==> config.mk <==
export PLATFORM = sky130hd
export DESIGN_NAME = modbus_rtu_master
export DESIGN_NICKNAME = d
export VERILOG_FILES = /design/src/rtl/modbus_rtu_master.sv
export SDC_FILE = /design/constraint.sdc
export NUM_CORES = 1
export LEC_CHECK = 0
export CORE_ASPECT_RATIO = 0.75
export CORE_MARGIN = 3
export CORE_UTILIZATION = 60
export DETAILED_ROUTE_END_ITERATION = 8
export GPL_ROUTABILITY_DRIVEN = 0
export GPL_TIMING_DRIVEN = 0
export PLACE_DENSITY = 0.84
export SLEW_MARGIN = 0
export SYNTH_ARGS = -nofsm -noshare
export SYNTH_HDL_FRONTEND = slang
export SYNTH_SLANG_ARGS = --single-unit
==> constraint.sdc <==
create_clock -name clk -period 9.9 [get_ports clk]
set_clock_uncertainty 0.1 [all_clocks]
set_input_delay 1.98 -clock clk [delete_from_list [all_inputs] [get_ports clk]]
set_output_delay 1.98 -clock clk [all_outputs]
set_load 0.02 [all_outputs]
==> src/rtl/modbus_rtu_master.sv <==
`default_nettype none
// ============================================================================
//  Module      : modbus_rtu_master
//  Description : Wishbone slave that turns single-register bus cycles into
//                Modbus RTU master transactions (FC03 read, FC06 write) over
//                a byte-level UART transmit handshake and receive strobe.
//                Optional build macro MODBUS_MASTER_RETRY_EN re-sends the
//                request up to RETRIES extra times after a timeout or a
//                CRC/format failure.
//  Revision    : 1.0 - initial release
// ============================================================================
module modbus_rtu_master #(
    parameter logic [23:0] RESP_TIMEOUT = 24'd100000,
    parameter logic [23:0] TURNAROUND   = 24'd2000,
    parameter int unsigned RETRIES      = 2
) (
    input  logic        clk,
    input  logic        rst,
    input  logic [23:0] wbAdrI,
    input  logic [15:0] wbDatI,
    output logic [15:0] wbDatO,
    input  logic        wbCycI,
    input  logic        wbStbI,
    input  logic        wbWeI,
    output logic        wbAckO,
    output logic        wbErrO,
    output logic [7:0]  txData,
    output logic        txValid,
    input  logic        txReady,
    input  logic [7:0]  rxData,
    input  logic        rxValid,
    input  logic        rxSilence,
    output logic        busy
);

`ifdef MODBUS_MASTER_RETRY_EN
    localparam logic c_RETRY_EN = 1'b1;
`else
    localparam logic c_RETRY_EN = 1'b0;
`endif

    typedef enum logic [3:0] {
        S_IDLE  = 4'd0,
        S_BUILD = 4'd1,
        S_TX    = 4'd2,
        S_TURN  = 4'd3,
        S_WAIT  = 4'd4,
        S_RX    = 4'd5,
        S_CHECK = 4'd6,
        S_DONE  = 4'd7,
        S_FAIL  = 4'd8
    } state_t;

    state_t      r_state;
    state_t      w_next;
    logic [23:0] r_adr;
    logic [15:0] r_dat;
    logic        r_we;
    logic [2:0]  r_idx;
    logic [15:0] r_crc;
    logic [23:0] r_cnt;
    logic [7:0]  r_buf [8];
    logic [3:0]  r_len;
    logic        r_ovr;
    logic [7:0]  r_retry;

    logic [7:0]  w_txByte;
    logic [7:0]  w_fc;
    logic        w_bcast;
    logic        w_timeout;
    logic        w_rxTake;
    logic        w_frameOk;
    logic        w_rdOk;
    logic        w_wrOk;
    logic        w_exc;
    logic        w_canRetry;

    // Modbus CRC-16, reflected polynomial 0xA001, one byte per call
    function automatic logic [15:0] crcByte(input logic [15:0] crcIn, input logic [7:0] dataIn);
        logic [15:0] c;
        c = crcIn ^ {8'h00, dataIn};
        for (int i = 0; i < 8; i++) begin
            c = c[0] ? ((c >> 1) ^ 16'hA001) : (c >> 1);
        end
        return c;
    endfunction

    assign w_fc       = r_we ? 8'h06 : 8'h03;
    assign w_bcast    = (r_adr[23:16] == 8'h00);
    assign w_timeout  = (r_cnt == RESP_TIMEOUT - 24'd1);
    assign w_rxTake   = rxValid && ((r_state == S_WAIT) || (r_state == S_RX));
    assign w_canRetry = c_RETRY_EN && (32'(r_retry) < RETRIES);

    // Response qualification; only meaningful while in CHECK
    assign w_frameOk = (r_crc == 16'h0000) && !r_ovr && (r_buf[0] == r_adr[23:16]);
    assign w_rdOk    = w_frameOk && !r_we && (r_len == 4'd7) &&
                       (r_buf[1] == 8'h03) && (r_buf[2] == 8'h02);
    assign w_wrOk    = w_frameOk && r_we && (r_len == 4'd8) && (r_buf[1] == 8'h06) &&
                       (r_buf[2] == r_adr[15:8]) && (r_buf[3] == r_adr[7:0]) &&
                       (r_buf[4] == r_dat[15:8]) && (r_buf[5] == r_dat[7:0]);
    assign w_exc     = w_frameOk && (r_len == 4'd5) && (r_buf[1] == {1'b1, w_fc[6:0]});

    // Request byte selected by the transmit index; bytes 6/7 are the running CRC
    always_comb begin
        w_txByte = 8'h00;
        case (r_idx)
            3'd0:    w_txByte = r_adr[23:16];
            3'd1:    w_txByte = w_fc;
            3'd2:    w_txByte = r_adr[15:8];
            3'd3:    w_txByte = r_adr[7:0];
            3'd4:    w_txByte = r_we ? r_dat[15:8] : 8'h00;
            3'd5:    w_txByte = r_we ? r_dat[7:0]  : 8'h01;
            3'd6:    w_txByte = r_crc[7:0];
            default: w_txByte = r_crc[15:8];
        endcase
    end

    // Next-state decode and state-derived outputs
    always_comb begin
        w_next  = r_state;
        txValid = 1'b0;
        txData  = 8'h00;
        wbAckO  = 1'b0;
        wbErrO  = 1'b0;
        busy    = (r_state != S_IDLE);
        case (r_state)
            S_IDLE:  if (wbCycI && wbStbI) w_next = S_BUILD;
            S_BUILD: w_next = (!r_we && w_bcast) ? S_FAIL : S_TX;
            S_TX: begin
                txValid = 1'b1;
                txData  = w_txByte;
                if (txReady && (r_idx == 3'd7)) w_next = (r_we && w_bcast) ? S_TURN : S_WAIT;
            end
            S_TURN:  if (r_cnt == TURNAROUND - 24'd1) w_next = S_DONE;
            S_WAIT: begin
                if (rxValid)        w_next = S_RX;
                else if (w_timeout) w_next = w_canRetry ? S_BUILD : S_FAIL;
            end
            S_RX:    if (rxSilence && ((r_len != 4'd0) || rxValid)) w_next = S_CHECK;
            S_CHECK: begin
                if (w_rdOk || w_wrOk) w_next = S_DONE;
                else if (w_exc)       w_next = S_FAIL;
                else                  w_next = w_canRetry ? S_BUILD : S_FAIL;
            end
            S_DONE: begin
                wbAckO = wbCycI;
                w_next = S_IDLE;
            end
            S_FAIL: begin
                wbErrO = wbCycI;
                w_next = S_IDLE;
            end
            default: w_next = S_IDLE;
        endcase
    end

    // State register, request latch, CRC, counters and response buffer
    always_ff @(posedge clk) begin
        if (!rst) begin
            r_state <= S_IDLE;
            wbDatO  <= 16'h0000;
            r_adr   <= 24'h000000;
            r_dat   <= 16'h0000;
            r_we    <= 1'b0;
            r_idx   <= 3'd0;
            r_crc   <= 16'h0000;
            r_cnt   <= 24'd0;
            r_len   <= 4'd0;
            r_ovr   <= 1'b0;
            r_retry <= 8'd0;
            for (int i = 0; i < 8; i++) r_buf[i] <= 8'h00;
        end else begin
            r_state <= w_next;
            case (r_state)
                S_IDLE: begin
                    if (wbCycI && wbStbI) begin
                        r_adr   <= wbAdrI;
                        r_dat   <= wbDatI;
                        r_we    <= wbWeI;
                        r_retry <= 8'd0;
                    end
                end
                S_BUILD: begin
                    r_crc <= 16'hFFFF;
                    r_idx <= 3'd0;
                    r_cnt <= 24'd0;
                    r_len <= 4'd0;
                    r_ovr <= 1'b0;
                end
                S_TX: begin
                    if (txReady) begin
                        r_idx <= r_idx + 3'd1;
                        if (r_idx < 3'd6) r_crc <= crcByte(r_crc, w_txByte);
                        if (r_idx == 3'd7) begin
                            // Re-seed for the response and start the wait/turnaround count
                            r_crc <= 16'hFFFF;
                            r_cnt <= 24'd0;
                        end
                    end
                end
                S_TURN: r_cnt <= r_cnt + 24'd1;
                S_WAIT: begin
                    r_cnt <= r_cnt + 24'd1;
                    if (!rxValid && w_timeout && w_canRetry) r_retry <= r_retry + 8'd1;
                end
                S_CHECK: begin
                    if (w_rdOk) begin
                        wbDatO <= {r_buf[3], r_buf[4]};
                    end else if (!w_wrOk && w_exc) begin
                        wbDatO <= {8'h00, r_buf[2]};
                    end else if (!w_wrOk && w_canRetry) begin
                        r_retry <= r_retry + 8'd1;
                    end
                end
                default: ;
            endcase
            // Received bytes: CRC over all of them, keep the first eight
            if (w_rxTake) begin
                r_crc <= crcByte(r_crc, rxData);
                if (r_len < 4'd8) begin
                    r_buf[r_len[2:0]] <= rxData;
                    r_len             <= r_len + 4'd1;
                end else begin
                    r_ovr <= 1'b1;
                end
            end
        end
    end

endmodule
`default_nettype wire

* Word-level counts from Yosys, hierarchy flattened
Memory sizes are Yosys's and may differ from the RTL's.
Cells that the tools add are included.
** Word-level totals
- Flip-flop bits (word level) :: 109
- Bits in latches :: 0
- Bits in writable memories :: 64
- ROM bits :: 0
- Bits of input ports :: 56
- Word-level logic and storage cells :: 178
- Memories :: 1
** Memory list
- r_buf :: words 8, width 8, read ports 6, clocked after memory_dff 0, write ports 8, line 62 : logic [7:0] r_buf [8];
** Cells by class
- Add/subtract/negate cells :: 3
- $mul :: 0
- Div/mod/pow operators :: 0
- Magnitude comparators :: 2
- Eq/ne operators :: 38
- Shift-type cells :: 0
- Muxes and demuxes :: 60
- Bitwise operators :: 18
- Reduce and logical (&&, ||, !) cells :: 46
** Operators by type and width (number)
- two-way mux 16 bit :: 22
- case mux 24 bit (3 select lines) :: 1
- case mux 8 bit (7 select lines) :: 1
- == test 8 bit :: 6
- two-way mux 24 bit :: 2
- inverter 2 -> 3 bit :: 16
- two-way mux 4 bit :: 11
- two-way mux 8 bit :: 4
- case mux 16 bit (2 select lines) :: 1
- bitwise XOR 16 x 8 -> 16 bit :: 2
- case mux 4 bit (7 select lines) :: 1
- adder 24 x 1 -> 24 bit (second input constant) :: 1
- == test 24 x 11 -> 1 bit (second input constant) :: 1
- == test 24 x 17 -> 1 bit (second input constant) :: 1
- == test 4 x 3 -> 1 bit (second input constant) :: 6
- logical AND 1 bit :: 22
- == test 8 x 2 -> 1 bit (second input constant) :: 2
- logical NOT 16 bit :: 1
- == test 3 bit (second input constant) :: 4
- two-way mux 1 bit :: 12
- two-way mux 3 bit :: 4
- != test 2 bit (second input constant) :: 5
- == test 4 x 2 -> 1 bit (second input constant) :: 2
- == test 4 bit (second input constant) :: 2
- 25 further kinds :: 37

* Logic depth before layout (Yosys ltp)
Gate-level depths: netlist of run 1.
- Depth in word-level cells :: 24
- Gate-level depth with buffers :: 14
- Mapped depth without buffers :: 10

* Worst setup path before layout of run 1
OpenSTA, ideal clock, no wires.
- Path kind :: input -> output
- Start point :: input wbCycI
- End point :: output wbAckO
- Data arrival time :: 2.267 ns
- Required time :: 7.820 ns
- Path slack :: 5.553 ns
- Stages :: 1
- Buffers on the path :: 0
- Cells stage by stage :: and4_1
** Between the ends
- Cells in the longest elaborated chain, start to end :: 1
** RTL lines
- start, declared :: line 22 : input logic wbCycI,
- two-way mux 1 bit :: line 126 : case (r_state)
- end, declared :: line 25 : output logic wbAckO,
No other way between the ends.

* Worst setup path after layout of run 1
- Start point :: register r_idx[2]
- End point :: output txData[7]
** Between the ends
- Cells in the longest elaborated chain, start to end :: 3
- Elaborated cells on any way between the ends :: 9
** RTL lines
- start, declared :: line 59 : logic [2:0] r_idx;
- start signal, assigned :: line 192 : r_idx <= r_idx + 3'd1;
- == test 3 bit, or another cell as far along :: line 106 : case (r_idx)
- case mux 8 bit (7 select lines) * :: line 106
- two-way mux 8 bit * :: line 126
- end, declared :: line 27 : output logic [7:0] txData,
Mark *: on every way between the ends. The rest lies on a longest branch, timed or not.

==> reports/qor.csv, run 1 <==
stage,metric,value,unit
worst_setup_path,worst-path-max-fanout,10,
yosys,synth-main-ff-cell,dfxtp_1,
drt,first_pass_iters,7,
flow_run,cap_violations,0,
floorplanning,die-area,14900,um2
outcome,status,completed,
worst_setup_path,endpoint_kind,output port,
yosys,synthTopCellsByCount,"129 x nand2_1, 109 x dfxtp_1, 76 x a21oi_1, 71 x nor2_1, 56 x xor2_1",
worst_setup_path,cp_cell_sequence,"buf_4, buf_2, inv_1, ha_1, buf_6, nor4_1, a222oi_1, o211a_1, nor2_1, clkdlybuf4s50_1",
worst_setup_path,cp_slowest_cell,nor4_1,
global_route,grt_usage,0.325,
global_route,grt_util_met1,0.440,
sta,finalSetupTns,0,ns
cells_and_area,area_growth,19.5,%
yosys,yosysWarningCount,0,
yosys,synth_edf_count,48,
clock_network,root_buffer,clkbuf_16,
clock_network,cts_tree,yes,
cells_and_area,multiInputGateArea,4150,um2
worst_setup_path,path_class,reg -> out,
drt,vias,7394,
yosys,synth_most_common_cell,nand2_1,
global_route,grt_pass1_wl,37.3,mm
drt,drt-wirelength-per-cell,21.0,um
worst_setup_path,worst_setup_path_start_kind,flip-flop,
floorplanning,start_util,0.618,
yosys,ys_seq_elements,157,
cells_and_area,regArea,3620,um2
worst_hold_path,min_path_type,reg -> reg,
global_route,grtUsageMet2,0.492,
yosys,syn_inst,890,
yosys,ys_seq_area_frac,0.449,
drt,drcViolationCount,0,
sta,maxSlewHeadroom,0.102,
drt,first_iter_violations,1122,
sta,finalMaxSlewViolations,0,
worst_setup_path,cpPeakStageDelay,0.65,ns
clock_network,cts-htree-levels,4,
placement,dp.cells,1137,
floorplanning,chipHeight,106,um
floorplanning,fp.dieW,140,um
power_and_ir_drop,p_leak,3.48,nW
floorplanning,core_area,13100,um2
sta,fmax,178,MHz
yosys,yosys.area.top_type_share,0.271,
drt,via_per_inst,6.32,
yosys,synth_area_leaders,"dfxtp_1 27%, edfxtp_1 18%, xor2_1 6.1%",
cells_and_area,n_fill_cell,965,
clock_network,path_clk_slew,0.07,ns
clock_network,cts.sinks,157,
clock_network,hold_buffers,0,
cells_and_area,drive_above_1_share,0.0601,
global_route,antenna_found_initial,3,
yosys,synth_area_per_cell,9.06,um2
floorplanning,ios,84,
yosys,syn-num-nets,956,
global_route,grt_overflow,0,
yosys,yosysUniqueCellTypes,62,
global_route,grt_max_degree,17,
power_and_ir_drop,power.density,204,nW/um2
drt,ant_nets,0,
sta,worst_pin_slew,1.34,ns
yosys,async_flop_share,0,
worst_setup_path,critPathRequiredTime,7.82,ns
sta,grt_setup_unrepaired,no,
floorplanning,core.rowCount,36,
yosys,synthesis.area,8070,um2
clock_network,cts_buffers,17,
clock_network,cts_buffer_depth,2,
cells_and_area,diodes,0,
worst_setup_path,cp.arrival,3.53,ns
global_route,grt_pass1_vias,6767,
cells_and_area,final_cells,1170,
drt,totalWireLength,24.6,mm
cells_and_area,nNetsFinal,1052,
sta,hold_viol,0,
yosys,yosys.area.top_type,dfxtp_1,
sta,setup_viol,0,
global_route,gr-usage-met3,0.0890,
sta,min_period,5.61,ns
global_route,grt-busiest-layer,met2,
clock_network,cts_resized,0,
clock_network,clock_latency,0.44,ns
placement,dp_hpwl,17.4,mm
clock_network,postCtsSetupRepairBufs,0,
power_and_ir_drop,ir_worst_vdd,169,uV
sta,period_share,0.567,
placement,port_buffers,76,
-- sequential cells by signal (all words and copies together) (netlist names) --
name     flops
r_we         1
wbDatO      16
r_idx        3
r_crc       16
r_len        4
r_dat       16
r_buf       48
r_ovr        1
r_state      4
r_cnt       24
r_adr       24
-- kinds of logic after synthesis --
family | after synthesis | share of synthesized area
buf+inv | 67 | 0.0358
flops | 157 | 0.449
mux | 7 | 0.00931
fa+ha+maj | 10 | 0.0155
compound gates | 167 | 0.135
xor+xnor | 105 | 0.125
simple gates | 377 | 0.230
-- worst paths after layout --
kind | from | to | slack, ns | depth (start not counted)
worst max-delay path | r_idx[2] | txData[7] | 4.29 | 10
worst min-delay path | wbDatO[8] | wbDatO[8] | 0.35 | 2
worst max register to register | r_idx[2] | r_crc[15] | 6.01 | 13
worst min register to register | wbDatO[8] | wbDatO[8] | 0.35 | 2
-- layout make-up --
cell class,count,area share
Multi-Input combinational cell,666,0.431
Sequential cell,157,0.376
Timing Repair Buffer,77,0.0794
Clock buffer,19,0.0471
Buffer,52,0.0241
Tap cell,171,0.0222
Clock inverter,13,0.0148
Inverter,15,0.00584
-- placed cells by master, fill, tap and decap left out, drive strengths merged, types with 4 or more instances in the layout --
master | netlist | routed
xnor3 | 5 | 5
nand2b | 10 | 10
a221oi | 4 | 4
mux2 | 4 | 4
a22oi | 10 | 10
xnor2 | 43 | 43
a211oi | 7 | 7
nor3 | 13 | 13
o22ai | 6 | 6
and4 | 4 | 4
clkbuf | 37 | 56
xor2 | 56 | 56
o221a | 8 | 8
nand2 | 129 | 129
nor2 | 71 | 71
or3 | 7 | 7
a31oi | 6 | 6
a32oi | 5 | 5
and2 | 53 | 53
and3 | 8 | 8
nand3 | 26 | 26
inv | 15 | 24
dfxtp | 109 | 109
clkdlybuf4s50 | 0 | 76
a222oi | 4 | 4
buf | 15 | 16
nor4 | 23 | 23
o21ai | 25 | 25
edfxtp | 48 | 48
or4 | 4 | 4
ha | 10 | 10
a21oi | 76 | 76
nand4 | 16 | 16
-- critical path, delay by kind of cell, from the launching register on --
kind / cells / cell delay [ns]
AO/OA/AOI/OAI: 2 / 0.42
adder cells (fa/ha/maj): 1 / 0.23
AND/OR/NAND/NOR: 2 / 0.79
flip-flops: 1 / 0.34
buffers and inverters: 5 / 1.33
-- layer usage --
layer  up-vias  share of wire  wire length (um)
li1       3335              -                 -
met1      3426           0.39              9680
met2       530           0.43             10600
met3       101           0.13              3290
met4         2          0.041              1000
met5         -        0.00045                11
-- stage by stage --
stage               setup WS, ns  utilization  power (mW)  hold slack (ns)  area [um2]
global route                4.15        0.738        2.03            0.366        9640
CTS                         4.33        0.738        1.95            0.353        9640
detailed placement          4.52        0.692        1.28            0.345        9040
finish                      4.29        0.738        1.97            0.353        9640
floorplan                   5.55            -        1.14            0.356        8070
global placement            4.53        0.692        1.27            0.340        9040
-- power by group --
group | internal (mW) | leakage, nW | switching [mW]
clock network | 0.373 | 0.297 | 0.302
registers | 0.708 | 1.38 | 0.0655
logic | 0.241 | 1.80 | 0.283
Power figures use the tool's default switching activity.
==> run 2, diff against run 1 <==
Settings changed: CORE_UTILIZATION 60 to 52, PLACE_DENSITY 0.84 to 0.77.
Clock period 9.9 ns to 5 ns, I/O delays scaled along.
==> run 2 against run 1 <==
Worst hold slack improved by 0.0026 ns; largest power group unchanged; design area decreased by 0.22%; critical endpoint is now txData[5]; combinational power increased by 95%; largest cell class unchanged.
==> reports/qor.csv, run 2 (same netlist as run 1, synthesis figures left out) <==
stage,metric,value,unit
clock_network,cts_buffers,17,
worst_setup_path,worst-path-buf-inv,5,
worst_setup_path,worst-path-max-fanout,10,
cells_and_area,regArea,3620,um2
global_route,grt_overflow,0,
sta,finalSetupTns,0,ns
cells_and_area,drive_above_1_share,0.0591,
clock_network,postCtsSetupRepairBufs,0,
placement,place_area,9080,um2
sta,hold_viol,0,
flow_run,cap_violations,0,
worst_setup_path,cp_slowest_cell,nor4_1,
sta,grt_setup_unrepaired,no,
worst_setup_path,endpoint_kind,output port,
cells_and_area,mostFrequentLayoutCell,nand2_1,
clock_network,hold_buffers,0,
global_route,grt_usage,0.282,
cells_and_area,reg.largest.list,"r_buf x48, r_adr x24, r_cnt x24",
worst_hold_path,min_path_type,reg -> reg,
sta,setup_viol,0,
drt,drt-wirelength-per-cell,19.8,um
cells_and_area,final_cell_mix,"129 x nand2_1, 109 x dfxtp_1, 76 x a21oi_1, 76 x clkdlybuf4s50_1, 71 x nor2_1",
clock_network,clock_latency,0.43,ns
drt,via_per_inst,6.00,
sta,maxSlewHeadroom,0.0756,
global_route,grt_max_degree,17,
placement,port_buffers,76,
cells_and_area,largest_register,r_buf,
cells_and_area,multiInputGateArea,4160,um2
placement,dp.cells,1166,
floorplanning,core.rowCount,38,
sta,worst_pin_slew,1.38,ns
global_route,antenna_found_initial,1,
sta,min_period,4.60,ns
power_and_ir_drop,power.density,390,nW/um2
worst_setup_path,cpPeakStageDelay,0.63,ns
global_route,grt_pass1_vias,6671,
global_route,grt_pass1_wl,36.6,mm
worst_setup_path,cp_cell_sequence,"buf_4, buf_2, inv_1, ha_1, buf_6, nor4_1, a222oi_1, o211a_1, nor2_1, clkdlybuf4s50_1",
cells_and_area,final_cells,1198,
drt,ant_nets,0,
outcome,status,completed,
drt,vias,7187,
worst_setup_path,path_class,reg -> out,
worst_setup_path,cp.arrival,3.50,ns
sta,finalMaxSlewViolations,0,
cells_and_area,finalInstanceArea,9620,um2
floorplanning,start_util,0.544,
cells_and_area,diodes,0,
floorplanning,fp.dieW,150,um
worst_setup_path,critPathRequiredTime,3.90,ns
worst_setup_path,worst_setup_path_start_kind,flip-flop,
floorplanning,ios,84,
sta,period_share,0.921,
worst_setup_path,critPathTopFamily,buffers and inverters,
clock_network,cts.sinks,157,
clock_network,cts-htree-levels,4,
sta,fmax,217,MHz
cells_and_area,nNetsFinal,1051,
clock_network,path_clk_slew,0.07,ns
cells_and_area,largest_register_ffs,48,
floorplanning,chipHeight,114,um
clock_network,cts_buffer_depth,2,
clock_network,cts_tree,yes,
sta,hold_slack,0.355,ns
floorplanning,die-area,17100,um2
clock_network,root_buffer,clkbuf_16,
drt,drcViolationCount,0,
clock_network,cts_resized,0,
drt,first_pass_iters,5,
cells_and_area,n_fill_cell,1268,
drt,first_iter_violations,707,
cells_and_area,area_growth,19.3,%
placement,dp_hpwl,17.7,mm
power_and_ir_drop,ir_worst_vdd,213,uV
power_and_ir_drop,p_leak,3.44,nW
floorplanning,core_area,14800,um2
drt,totalWireLength,23.8,mm
run 2: cell types whose count changed in the layout (fill, tap and decap cells not counted), sizes merged:
| cell | before | now |
|---|---|---|
| clkinvlp | 0 | 3 |
| inv | 24 | 22 |
| buf | 16 | 15 |
| bufinv | 1 | 0 |
| clkbuf | 56 | 55 |
| clkinv | 3 | 4 |
run 2: worst paths after layout:
check                 start         to  slack, ns  cells after the start
setup / recovery   r_idx[2]  txData[5]       0.40                     10
hold / removal    wbDatO[9]  wbDatO[9]       0.36                      2
setup reg to reg   r_idx[2]  r_crc[15]       1.16                     13
hold reg to reg   wbDatO[9]  wbDatO[9]       0.36                      2
run 2: metrics by stage:
step | power, mW | setup WS [ns] | util
after global routing | 3.90 | 0.235 | 0.649
after floorplan | 2.27 | 1.69 | -
after global placement | 2.52 | 0.698 | 0.612
final | 3.75 | 0.396 | 0.649
after CTS | 3.73 | 0.437 | 0.648
after detailed placement | 2.53 | 0.567 | 0.612
run 2: cell type report:
cell class | instances | share of cell area
repair buffers | 76 | 0.0791
inverters | 15 | 0.00585
clock buffers | 18 | 0.0446
plain buffers | 52 | 0.0242
well taps | 200 | 0.0260
clock inverters | 14 | 0.0113
multi-input cells | 666 | 0.432
flip-flops and latches | 157 | 0.377
run 2: where the power goes:
group	switching, mW	leakage, nW	internal, mW	total [mW]
clock	0.564	0.258	0.644	1.21
sequential	0.122	1.38	1.40	1.52
combinational	0.544	1.80	0.478	1.02
total	1.23	3.44	2.52	3.75
run 2: worst reg2reg max path, stage by stage (launching register included):
cell and delay, ns:
dfxtp_1 0.34, buf_4 0.17, buf_2 0.23, inv_1 0.12, ha_1 0.22, buf_6 0.14, nor4_1 0.63, a222oi_1 0.18
o211a_1 0.26, xnor3_1 0.44, xnor2_2 0.23, xnor3_1 0.37, o21ai_1 0.16, o221a_1 0.19
run 2: layer usage:
metal	track usage	wire, um
met1	0.397	10100
met2	0.413	10300
met3	0.0802	2650
met4	0.112	765
met5	0	42
==> run 3, diff against run 2 <==
Settings changed: CELL_PAD_IN_SITES_DETAIL_PLACEMENT set to 1, CELL_PAD_IN_SITES_GLOBAL_PLACEMENT set to 1, CORE_UTILIZATION 52 to 40, PLACE_DENSITY 0.77 to 0.81.
==> run 3 against run 2 <==
Non-clock buffer count did not move; design area rose by 1.6%; register-to-register slack got worse by 0.02 ns; global-route usage fell by 2.4 points; critical path depth did not move.
==> reports/qor.csv, run 3 (same netlist as run 1, synthesis figures left out) <==
stage,metric,value,unit
power_and_ir_drop,p_leak,3.47,nW
global_route,grt_max_degree,19,
drt,totalWireLength,28.4,mm
sta,setup_viol,0,
worst_setup_path,endpoint_kind,output port,
worst_setup_path,cp.arrival,3.54,ns
worst_hold_path,min_path_type,reg -> reg,
clock_network,path_clk_slew,0.07,ns
clock_network,cts_resized,0,
global_route,grt_usage,0.258,
global_route,grt_overflow,0,
sta,maxSlewHeadroom,0.0539,
global_route,grt_pass1_vias,7360,
sta,worst_pin_slew,1.40,ns
floorplanning,start_util,0.413,
worst_setup_path,worst_setup_path_start_kind,flip-flop,
global_route,grt_pass1_wl,42.6,mm
clock_network,cts_buffers,17,
drt,first_iter_violations,769,
sta,finalMaxSlewViolations,0,
placement,port_buffers,76,
drt,first_pass_iters,5,
drt,vias,7338,
clock_network,hold_buffers,0,
drt,ant_nets,0,
clock_network,cts.sinks,157,
floorplanning,chipHeight,129,um
global_route,antenna_found_initial,0,
drt,drt-wirelength-per-cell,22.7,um
sta,fmax,216,MHz
sta,setup_ws,0.360,ns
cells_and_area,final_cell_mix,"129 x nand2_1, 109 x dfxtp_1, 76 x a21oi_1, 76 x clkdlybuf4s50_1, 71 x nor2_1",
worst_setup_path,cp_slowest_cell,clkdlybuf4s50_1,
cells_and_area,reg.largest.list,"r_buf x48, r_adr x24, r_cnt x24",
sta,hold_viol,0,
floorplanning,core.rowCount,44,
placement,pre_cts_ws,0.454,ns
floorplanning,ios,84,
cells_and_area,final_cells,1252,
cells_and_area,largest_register_ffs,48,
cells_and_area,mostFrequentLayoutCell,nand2_1,
sta,finalSetupTns,0,ns
worst_setup_path,critPathRequiredTime,3.90,ns
cells_and_area,area_growth,21.2,%
power_and_ir_drop,ir_worst_vdd,255,uV
clock_network,postCtsSetupRepairBufs,0,
worst_setup_path,cpPeakStageDelay,0.64,ns
placement,dp.cells,1219,
worst_setup_path,cp_cell_sequence,"buf_4, buf_2, inv_1, ha_1, buf_6, nor4_2, a222oi_1, o211a_1, nor2_1, clkdlybuf4s50_1",
sta,grt_setup_unrepaired,no,
clock_network,root_buffer,clkbuf_16,
worst_setup_path,path_class,reg -> out,
worst_setup_path,worst-path-buf-inv,5,
placement,dp_hpwl,21.1,mm
clock_network,cts_buffer_depth,2,
worst_setup_path,critPathTopFamily,buffers and inverters,
placement,place_area,9140,um2
cells_and_area,finalInstanceArea,9780,um2
cells_and_area,largest_register,r_buf,
sta,min_period,4.64,ns
cells_and_area,nNetsFinal,1051,
clock_network,cts-htree-levels,4,
sta,hold_slack,0.359,ns
power_and_ir_drop,finalPower,3.95,mW
worst_setup_path,worst-path-max-fanout,10,
floorplanning,fp.dieW,170,um
drt,via_per_inst,5.86,
outcome,status,completed,
clock_network,clock_latency,0.45,ns
floorplanning,die-area,21900,um2
sta,period_share,0.928,
clock_network,cts_tree,yes,
power_and_ir_drop,power.density,404,nW/um2
floorplanning,core_area,19500,um2
flow_run,cap_violations,0,
drt,drcViolationCount,0,
cells_and_area,final_core_utilization,0.500,
cells_and_area,drive_above_1_share,0.0621,
==> run 3: cell types whose count changed in the layout (fill, tap and decap cells not counted), sizes merged <==
cell / before / now
clkinv: 4 / 5
inv: 22 / 21
diode: 0 / 1
==> run 3: report_power, final <==
group / internal [mW] / switching (mW)
clock network: 0.703 / 0.652
logic: 0.478 / 0.586
registers: 1.40 / 0.132
total: 2.58 / 1.37
==> run 3: metal layers <==
| layer | track usage | wire length [um] | vias to the layer above |
|---|---|---|---|
| li1 | - | - | 3323 |
| met1 | 0.361 | 12900 | 3634 |
| met2 | 0.390 | 12400 | 316 |
| met3 | 0.0633 | 2370 | 65 |
| met4 | 0.0920 | 727 | 0 |
| met5 | 0 | 0 | - |
==> run 3: area by class of cell <==
type                            count  area, um2
Antenna cell                        1       2.50
Buffer                             52        233
Clock buffer                       18        450
Clock inverter                     14        169
Fill cell                        2257       9770
Inverter                           15       56.3
Multi-Input combinational cell    666       4170
Sequential cell                   157       3620
Tap cell                          253        317
Timing Repair Buffer               76        761
==> run 3: worst paths after layout <==
check                 start        end  slack (ns)  cells after the start
setup / recovery   r_idx[2]  txData[5]        0.36                     10
setup reg to reg   r_idx[2]  r_crc[15]        1.14                     13
hold reg to reg   wbDatO[9]  wbDatO[9]        0.36                      2
hold / removal    wbDatO[9]  wbDatO[9]        0.36                      2
==> run 3: worst register-to-register path, stage by stage, from the launching register on <==
cell	delay, ns
dfxtp_1	0.34
buf_4	0.18
buf_2	0.25
inv_1	0.13
ha_1	0.23
buf_6	0.14
nor4_2	0.53
a222oi_1	0.18
o211a_1	0.26
xnor3_1	0.45
xnor2_2	0.26
xnor3_1	0.39
o21ai_1	0.18
o221a_1	0.19
